`src/rtl/qsys_pkg.sv`:
```
// qsys_pkg: shared state type, counter sizing and data pattern for the qsys traffic master
package qsys_pkg;

    typedef enum logic [2:0] {
        IDLE  = 3'd0,
        WRITE = 3'd1,
        READ  = 3'd2,
        DRAIN = 3'd3,
        DONE  = 3'd4
    } state_t;

    localparam int MAX_WIDTH = 64;
    localparam int DEF_NUM_TRANS = 16;
    localparam int DEF_MAX_OUTSTANDING = 4;

    function automatic int cnt_width(input int n);
        return $clog2(n + 1);
    endfunction

    localparam int DEF_SEQ_W = cnt_width(DEF_NUM_TRANS);
    localparam int DEF_OUT_W = cnt_width(DEF_MAX_OUTSTANDING);

    function automatic logic [MAX_WIDTH-1:0] pat(input logic [7:0] src, input logic [7:0] snk,
                                                 input logic [MAX_WIDTH-1:0] i, input int width);
        return (MAX_WIDTH'(src) << (width - 8)) | (MAX_WIDTH'(snk) << (width - 16)) | i;
    endfunction

endpackage

```
`src/rtl/qsys_resp_checker.sv`:
```
// qsys_resp_checker: counts read responses, compares them to the expected pattern, holds sticky error
import qsys_pkg::*;

module qsys_resp_checker #(
    parameter int         WIDTH     = 32,
    parameter logic [7:0] SRC_ID    = 8'd0,
    parameter logic [7:0] SNK_ID    = 8'd1,
    parameter int         NUM_TRANS = 16
) (
    input  logic             clk,
    input  logic             rst,
    input  logic             readdatavalid,
    input  logic [WIDTH-1:0] readdata,
    input  logic             outstanding_zero,
    output logic             rcount_done,
    output logic             error
);
    localparam int CW = cnt_width(NUM_TRANS);

    logic [CW-1:0] rcount;
    logic          rv_ok;

    assign rv_ok = readdatavalid && !outstanding_zero;
    // Includes the response arriving this cycle so done can register one cycle after the last one.
    assign rcount_done = rcount == CW'(NUM_TRANS) || (rv_ok && rcount == CW'(NUM_TRANS - 1));

    always_ff @(posedge clk) begin
        if (rst) begin
            rcount <= '0;
            error  <= 1'b0;
        end else if (readdatavalid) begin
            if (rv_ok)
                rcount <= rcount + 1'b1;
            if (!rv_ok || readdata != WIDTH'(pat(SRC_ID, SNK_ID, MAX_WIDTH'(rcount), WIDTH)))
                error <= 1'b1;
        end
    end

endmodule

```
`src/rtl/qsys_master.sv`:
```
// qsys_master: Avalon-MM traffic generator writing a pattern burst then reading it back with bounded pipelining
import qsys_pkg::*;

module qsys_master #(
    parameter int         WIDTH           = 32,
    parameter int         ADDR_WIDTH      = 30,
    parameter logic [7:0] SRC_ID          = 8'd0,
    parameter logic [7:0] SNK_ID          = 8'd1,
    parameter int         NUM_TRANS       = 16,
    parameter int         MAX_OUTSTANDING = 4
) (
    input  logic                  clk,
    input  logic                  rst,
    output logic                  done,
    output logic                  error,
    output logic [WIDTH-1:0]      writedata,
    output logic [ADDR_WIDTH-1:0] address,
    output logic                  write,
    output logic                  read,
    input  logic                  waitrequest,
    input  logic [WIDTH-1:0]      readdata,
    input  logic                  readdatavalid
);
    localparam int SW = cnt_width(NUM_TRANS);
    localparam int OW = cnt_width(MAX_OUTSTANDING);

    state_t        state;
    logic [SW-1:0] seq, seq_inc;
    logic [OW-1:0] outstanding, out_nxt;
    logic          acc, rd_acc, rv_in, rv_ok, last, rcount_done;

    function automatic logic [WIDTH-1:0] pw(input logic [SW-1:0] i);
        return WIDTH'(pat(SRC_ID, SNK_ID, MAX_WIDTH'(i), WIDTH));
    endfunction

    assign rv_in   = readdatavalid && state != IDLE;
    assign rv_ok   = rv_in && outstanding != '0;
    assign acc     = (write || read) && !waitrequest;
    assign rd_acc  = read && !waitrequest;
    assign seq_inc = seq + 1'b1;
    assign last    = seq == SW'(NUM_TRANS - 1);
    assign out_nxt = outstanding + OW'(rd_acc) - OW'(rv_ok);

    qsys_resp_checker #(
        .WIDTH     (WIDTH),
        .SRC_ID    (SRC_ID),
        .SNK_ID    (SNK_ID),
        .NUM_TRANS (NUM_TRANS)
    ) u_chk (
        .clk              (clk),
        .rst              (rst),
        .readdatavalid    (rv_in),
        .readdata         (readdata),
        .outstanding_zero (outstanding == '0),
        .rcount_done      (rcount_done),
        .error            (error)
    );

    always_ff @(posedge clk) begin
        if (rst) begin
            state       <= IDLE;
            seq         <= '0;
            outstanding <= '0;
            write       <= 1'b0;
            read        <= 1'b0;
            address     <= '0;
            writedata   <= '0;
            done        <= 1'b0;
        end else begin
            if (state != IDLE)
                outstanding <= out_nxt;
            case (state)
                IDLE: begin
                    state     <= WRITE;
                    write     <= 1'b1;
                    writedata <= pw('0);
                end
                WRITE: if (acc) begin
                    if (last) begin
                        state     <= READ;
                        seq       <= '0;
                        write     <= 1'b0;
                        read      <= 1'b1;
                        address   <= '0;
                        writedata <= '0;
                    end else begin
                        seq       <= seq_inc;
                        address   <= ADDR_WIDTH'(seq_inc);
                        writedata <= pw(seq_inc);
                    end
                end
                READ: begin
                    if (rd_acc) begin
                        seq     <= seq_inc;
                        address <= ADDR_WIDTH'(seq_inc);
                    end
                    // read is a register, so it is sized from next cycle's outstanding count.
                    if (rd_acc && last) begin
                        state <= DRAIN;
                        read  <= 1'b0;
                    end else
                        read <= out_nxt < OW'(MAX_OUTSTANDING);
                end
                DRAIN: if (rcount_done) begin
                    state <= DONE;
                    done  <= 1'b1;
                end
                default: ;
            endcase
        end
    end

endmodule

```
`config.mk`:
```
export PLATFORM = sky130hd
export DESIGN_NAME = qsys_master
export DESIGN_NICKNAME = d
export VERILOG_FILES = /design/src/rtl/qsys_pkg.sv /design/src/rtl/qsys_resp_checker.sv /design/src/rtl/qsys_master.sv
export SDC_FILE = /design/constraint.sdc
export NUM_CORES = 1
export LEC_CHECK = 0
export BUFFER_PORTS_ARGS = -buffer_cell sky130_fd_sc_hd__buf_2
export CAP_MARGIN = 10
export CORE_UTILIZATION = 45
export CTS_CLUSTER_SIZE = 20
export DETAILED_ROUTE_END_ITERATION = 10
export PLACE_DENSITY = 0.8
export SETUP_SLACK_MARGIN = 0.02
export SKIP_LAST_GASP = 1
export SYNTH_ARGS = -nofsm -noshare
export SYNTH_HDL_FRONTEND = slang
export SYNTH_HIERARCHICAL = 1
export SYNTH_SLANG_ARGS = --single-unit
```
`constraint.sdc`:
```
create_clock -name clk -period 5.1 [get_ports clk]
set_input_delay 1.02 -clock clk [delete_from_list [all_inputs] [get_ports clk]]
set_output_delay 1.02 -clock clk [all_outputs]
set_load 0.02 [all_outputs]
```
# --- Word-level counts from Yosys, hierarchy flattened ---
# Index checks and enable logic that the tools add are counted.
totals:
  out_inout_bits: 66
  word_cells: 78
  register_bits: 82
  ramBits: 0
  latch_bits: 0
  input_bits: 36
  mem_count: 0
  romBits: 0
op_classes:
  n_eq_ne: 12
  mul: 0
  mux: 23
  reduce_logical: 28
  shift: 0
  n_lt_le_gt_ge: 1
  n_addsub: 4
  div_mod_pow: 0
  bitwise_logic: 0
ops:
  columns: ["cell", "n"]
  rows:
  - ["32-bit case mux with 2 select lines", 1]
  - ["30-bit two-way mux", 2]
  - ["30-bit case mux with 2 select lines", 1]
  - ["32-bit two-way mux", 1]
  - ["32-bit by 17-bit inequality test with 1-bit output", 1]
  - ["5-bit two-way mux", 4]
  - ["17-bit two-way mux", 1]
  - ["3-bit two-way mux", 4]
  - ["3-bit case mux with 4 select lines", 1]
  - ["5-bit by 1-bit adder with 5-bit output (second input constant)", 2]
  - ["5-bit by 4-bit equality test with 1-bit output (second input constant)", 2]
  - ["2-bit inequality test (second input constant)", 5]
  - ["5-bit case mux with 2 select lines", 1]
  - ["3-bit AND reduction", 3]
  - ["2-bit AND reduction", 4]
  - ["1-bit logical AND", 7]
  - ["3-bit by 2-bit equality test with 1-bit output (second input constant)", 2]
  - ["3-bit zero test", 2]
  - ["3-bit nonzero test", 2]
  - ["5-bit equality test (second input constant)", 1]
  - ["1-bit two-way mux", 5]
  - ["5-bit AND reduction", 1]
  - ["1-bit case mux with 2 select lines", 2]
  - ["2-bit nonzero test", 2]
  - ["7 further kinds", 11]

# --- Depth between registers and ports, before layout ---
logic_depth:
  depth_word: 7
  mapped_depth: 13
  mapped_depth_nobuf: 11

# --- Cells and area by module ---
# Netlist, hierarchy kept.
modules_own_cells:
  columns: ["mod", "cells_per_inst", "seq_area_each_um2", "area_per_inst_um2", "n_inst"]
  rows:
  - ["qsys_master", 171, 400.4, 1392.6, 1]
  - ["qsys_resp_checker", 48, 120.1, 404.1, 1]

# --- Worst setup path before layout ---
# OpenSTA, ideal clock, no wires.
synth_path:
  path_type: "reg2reg"
  startpoint: "register state[2]"
  endpoint: "register read"
  required_ns: 4.984
  synth_period_minus_slack_ns: 2.821
  t_arrival_ns: 2.706
  setup_slack_ns: 2.279
  stages_incl_launch_ff: 14
  n_path_buf: 2
  setup_time_ns: 0.116
  cell_sequence: "dfxtp_1 -> clkbuf_1 -> or3_1 -> clkbuf_1 -> and2_1 -> nor2b_1 -> ha_1 -> inv_1 -> ha_1 -> fa_1 -> xor2_1 -> xnor2_1 -> o21bai_1 -> and3_1"
synth_via:
  elab_chain_cells: 7
  elab_cells_between_ends: 13
synth_lines:
  columns: ["item", "line", "text"]
  rows:
  - ["start, declared", "qsys_master.sv:27", "state_t state;"]
  - ["start signal, assigned", "qsys_master.sv:61", "state <= IDLE;"]
  - ["start signal, assigned", "qsys_master.sv:74", "state <= WRITE;"]
  - ["start signal, assigned", "qsys_master.sv:80", "state <= READ;"]
  - ["3-bit nonzero test", "qsys_master.sv:36", "assign rv_in = readdatavalid && state != IDLE;"]
  - ["1-bit logical AND", "qsys_master.sv:36", null]
  - ["via rv_in", "qsys_master.sv:30", "logic acc, rd_acc, rv_in, rv_ok, last, rcount_done;"]
  - ["1-bit logical AND", "qsys_master.sv:37", "assign rv_ok = rv_in && outstanding != '0;"]
  - ["3-bit by 1-bit subtractor with 3-bit output", "qsys_master.sv:42", "assign out_nxt = outstanding + OW'(rd_acc) - OW'(rv_ok);"]
  - ["3-bit less-than comparator", "qsys_master.sv:102", "read <= out_nxt < OW'(MAX_OUTSTANDING);"]
  - ["1-bit two-way mux", "qsys_master.sv:98", "if (rd_acc && last) begin"]
  - ["1-bit case mux with 2 select lines", "qsys_master.sv:72", "case (state)"]
  - ["end signal, assigned", "qsys_master.sv:102", null]
  - ["end, declared", "qsys_master.sv:19", "output logic read,"]
# The timed path passes the listed nets, and every way through them passes these cells.
# A chain may end at the register's enable or synchronous reset.

# --- Final worst setup path ---
# Same ends and word-level chain as after synthesis.

==> metrics <==
status=complete, no violations; DRC viols=0; Antenna Violating Nets Remaining=0; core area=about 0.0037 mm^2; pre-CTS WS=2.06 ns; Final Max Tran Viols=0; clk_lat worst skew=approximately 0.27 ns; RSZ-0062 raised after global routing=no; Setup crit end kind=flip-flop; flop2flop setup slack=2.12 ns; Hold Path Cell Cnt=2; Worst-path clk slew=around 0.090 ns; Avg WL per Cell=10.2 um; crit start category=flip-flop; filler instances=approximately 370; htree depth=1; Post-CTS Setup Inserts=0; CTS resizes=0; Synth area leader=dfxtp_1; Synth Warn #=6; Synth top area share=approximately 29%; worst hold margin=between 0.4 and 0.5 ns; Max Freq=between 300 and 400 MHz; sequential fraction of the synthesis area=approximately 29%; Post-Syn Area per Cell=between 8 and 9 um^2; # diodes=0; crit-path cells=or3_1, and2_1, nor2b_1, ha_1, inv_1, ha_1, fa_1, xor2_1, xnor2_1, o21bai_1, and3_1; initial antenna violation count=0; Least-Margin Pin Slew=about 0.8 ns; Synth Cell Area=0.00180 mm^2; total CTS buffers=3; Slew headroom=a little under half; Via-to-Cell Ratio=around 4.7; Synth area leaders=dfxtp_1 (29%), buf_4 (21%), ha_1 (4.2%), a21oi_1 (3.9%), xor2_1 (3.4%); final WL=3200 um; CP Max Fanout=11; Worst Path Arrival=3.15 ns; Yosys cell types=45; post-layout util=about half; Worst R2R Start=state[2]; Slowest-stage cell, CP=or3_1; FP Rows=22; Leak=between 0.9 and 1 nW; Critical Setup Path Class=reg -> reg; area grow syn2layout=7.66%; initial DRC count=54; Hold Path End=writedata[2]; met1 GRT Util=19.5%; share of cells above drive strength 1=a little under a quarter; GR Layer Usage met3=a little under 3%; # hold bufs at CTS=0; first drt pass iteration count=4; die height=65.2 um; CTS tree=done; final count of hold timing violations=0; Initial Utilization=~48%; Yosys reg bits=26; largest buffer count on any clock path=2; crit-path leading delay family=simple AND/OR/NAND/NOR gates; IO buf count=50; worst hold path class=reg -> reg; vias in the first global route=1288; met2 Track Usage GR=26.9%; fin crit period=2.98 ns; RePlAce Congestion=roughly 0.9; Post-DP HPWL=2570 um; Critical Path RT=about 5.3 ns; biggest cell delay along the critical path=0.56 ns; Post-synth ARST share=0%; Power Density=212 mW/mm^2; peak supply drop=0.0959 mV; die area=0.00425 mm^2; Die W=65.2 um; worst setup margin=~2.1 ns; R2R Path End=read; layer with the highest usage=met2; setup violators final=0; all-layer global routing usage=between 15 and 20%; Max Cap Viol=0; Worst path most repeated cell=ha_1; final worst-path cycle share=between 50% and 60%; Setup TNS=0 ns; worst path bufs/invs=1; post-synthesis cell count=approximately 220; hold path start=writedata[2]; reg2reg path depth=11; # clock sinks=26; first-pass GRT wire length=5380 um; largest net degree at the start of global routing=27; Final #Nets=around 310; IO Pins=102; EDFF count, synth=0; total grt overflow=0; clk_skew=0.00366 ns; total number of vias=around 1500; Clock Root Buffer=clkbuf_8; Main synth FF type=dfxtp_1
==> per-layer routing <==
layer  share of wire, %  vias to the layer above  wire [um]
li1                   -                      751          -
met1                 45                      651       1450
met2                 49                       55       1560
met3                5.1                        2        164
met4               0.75                        0         24
met5                  0                        -          0
==> through the flow <==
stage               total power, mW  cells  cell area [um^2]
floorplan                     0.293    269              1980
global placement              0.282    308              1880
global route                  0.431    312              1930
finish                        0.410    312              1930
CTS                           0.415    312              1930
detailed placement            0.282    308              1880
==> layout make-up <==
| type | count | area (um^2) | area share, % |
|---|---|---|---|
| inverters | 7 | 26.3 | 1.36 |
| multi-input cells | 177 | 1020 | 52.8 |
| clock buffers | 4 | 55.1 | 2.85 |
| flip-flops and latches | 26 | 520 | 26.9 |
| repair buffers | 50 | 250 | 12.9 |
| well taps | 48 | 60.1 | 3.10 |
==> power by group <==
group	total [mW]	internal (mW)	switching [mW]
registers	0.209	0.206	0.00312
logic	0.0693	0.0172	0.0521
clock network	0.132	0.0690	0.0629
==> worst min-delay path, cell delays in order, from the launching register on <==
cell	delay, ns
dfxtp_1	0.32
nand3_1	0.06
a21oi_1	0.05
==> placed cells by master (no fill, tap or decap), types with 2 or more instances in the layout <==
cell type / synthesis / layout
nand2b_1: 3 / 3
or3_1: 4 / 4
o21ai_0: 3 / 3
clkbuf_8: 0 / 4
nand2_1: 6 / 6
dfxtp_1: 26 / 26
a21oi_1: 14 / 14
nor4_1: 7 / 7
nand4_1: 2 / 2
a22o_1: 2 / 2
and3_1: 3 / 3
nor3_1: 8 / 8
nand3_1: 11 / 11
nor2_1: 14 / 14
buf_2: 1 / 50
a31oi_1: 3 / 3
xnor2_1: 4 / 4
inv_1: 7 / 7
conb_1: 1 / 51
xor2_1: 7 / 7
ha_1: 6 / 6
o2bb2ai_1: 2 / 2
nor2b_1: 7 / 7
==> sequential cells by signal, summed over array words and instances, names as in the netlist <==
register and cells:
address 5, done 1, outstanding 3, read 1, state 3, u_chk/error 1
u_chk/rcount 5, write 1, writedata 6
==> worst max path at each step <==
stage | depth (start not counted) | slack [ns] | start | end
3_3_place_gp | 10 | 2.15 | waitrequest | read
6_report | 11 | 2.12 | state[2] | read
3_5_place_dp | 11 | 2.06 | readdatavalid | read
4_1_cts | 11 | 2.11 | state[2] | read
5_1_grt | 11 | 1.93 | state[2] | read
2_1_floorplan | 13 | 2.28 | state[2] | read
==> cells by family (layout without fill, tap and decap cells) <==
family                   count (synthesis)  count (layout)  share of synthesized area (%)
AO/OA/AOI/OAI                           33              33                           12.1
XOR/XNOR                                11              11                           5.36
adder cells (fa/ha/maj)                  7               7                           5.29
buffers and inverters                   66              61                           24.6
flip-flops                              26              26                           29.0
multiplexers                             1               1                          0.627
other                                    1              51                          0.209
AND/OR/NAND/NOR                         74              74                           22.8
==> cells in the mapped netlist (all sizes together), types with 2 or more instances <==
library cell,instances
buf,52
dfxtp,26
nor2,15
a21oi,14
nand3,11
nor3,8
nor4,8
clkbuf,7
inv,7
nor2b,7
xor2,7
ha,6
nand2,6
or3,4
xnor2,4
a31oi,3
and3,3
nand2b,3
o21ai,3
a22o,2
nand4,2
o2bb2ai,2
Power figures use the tool's default switching activity.
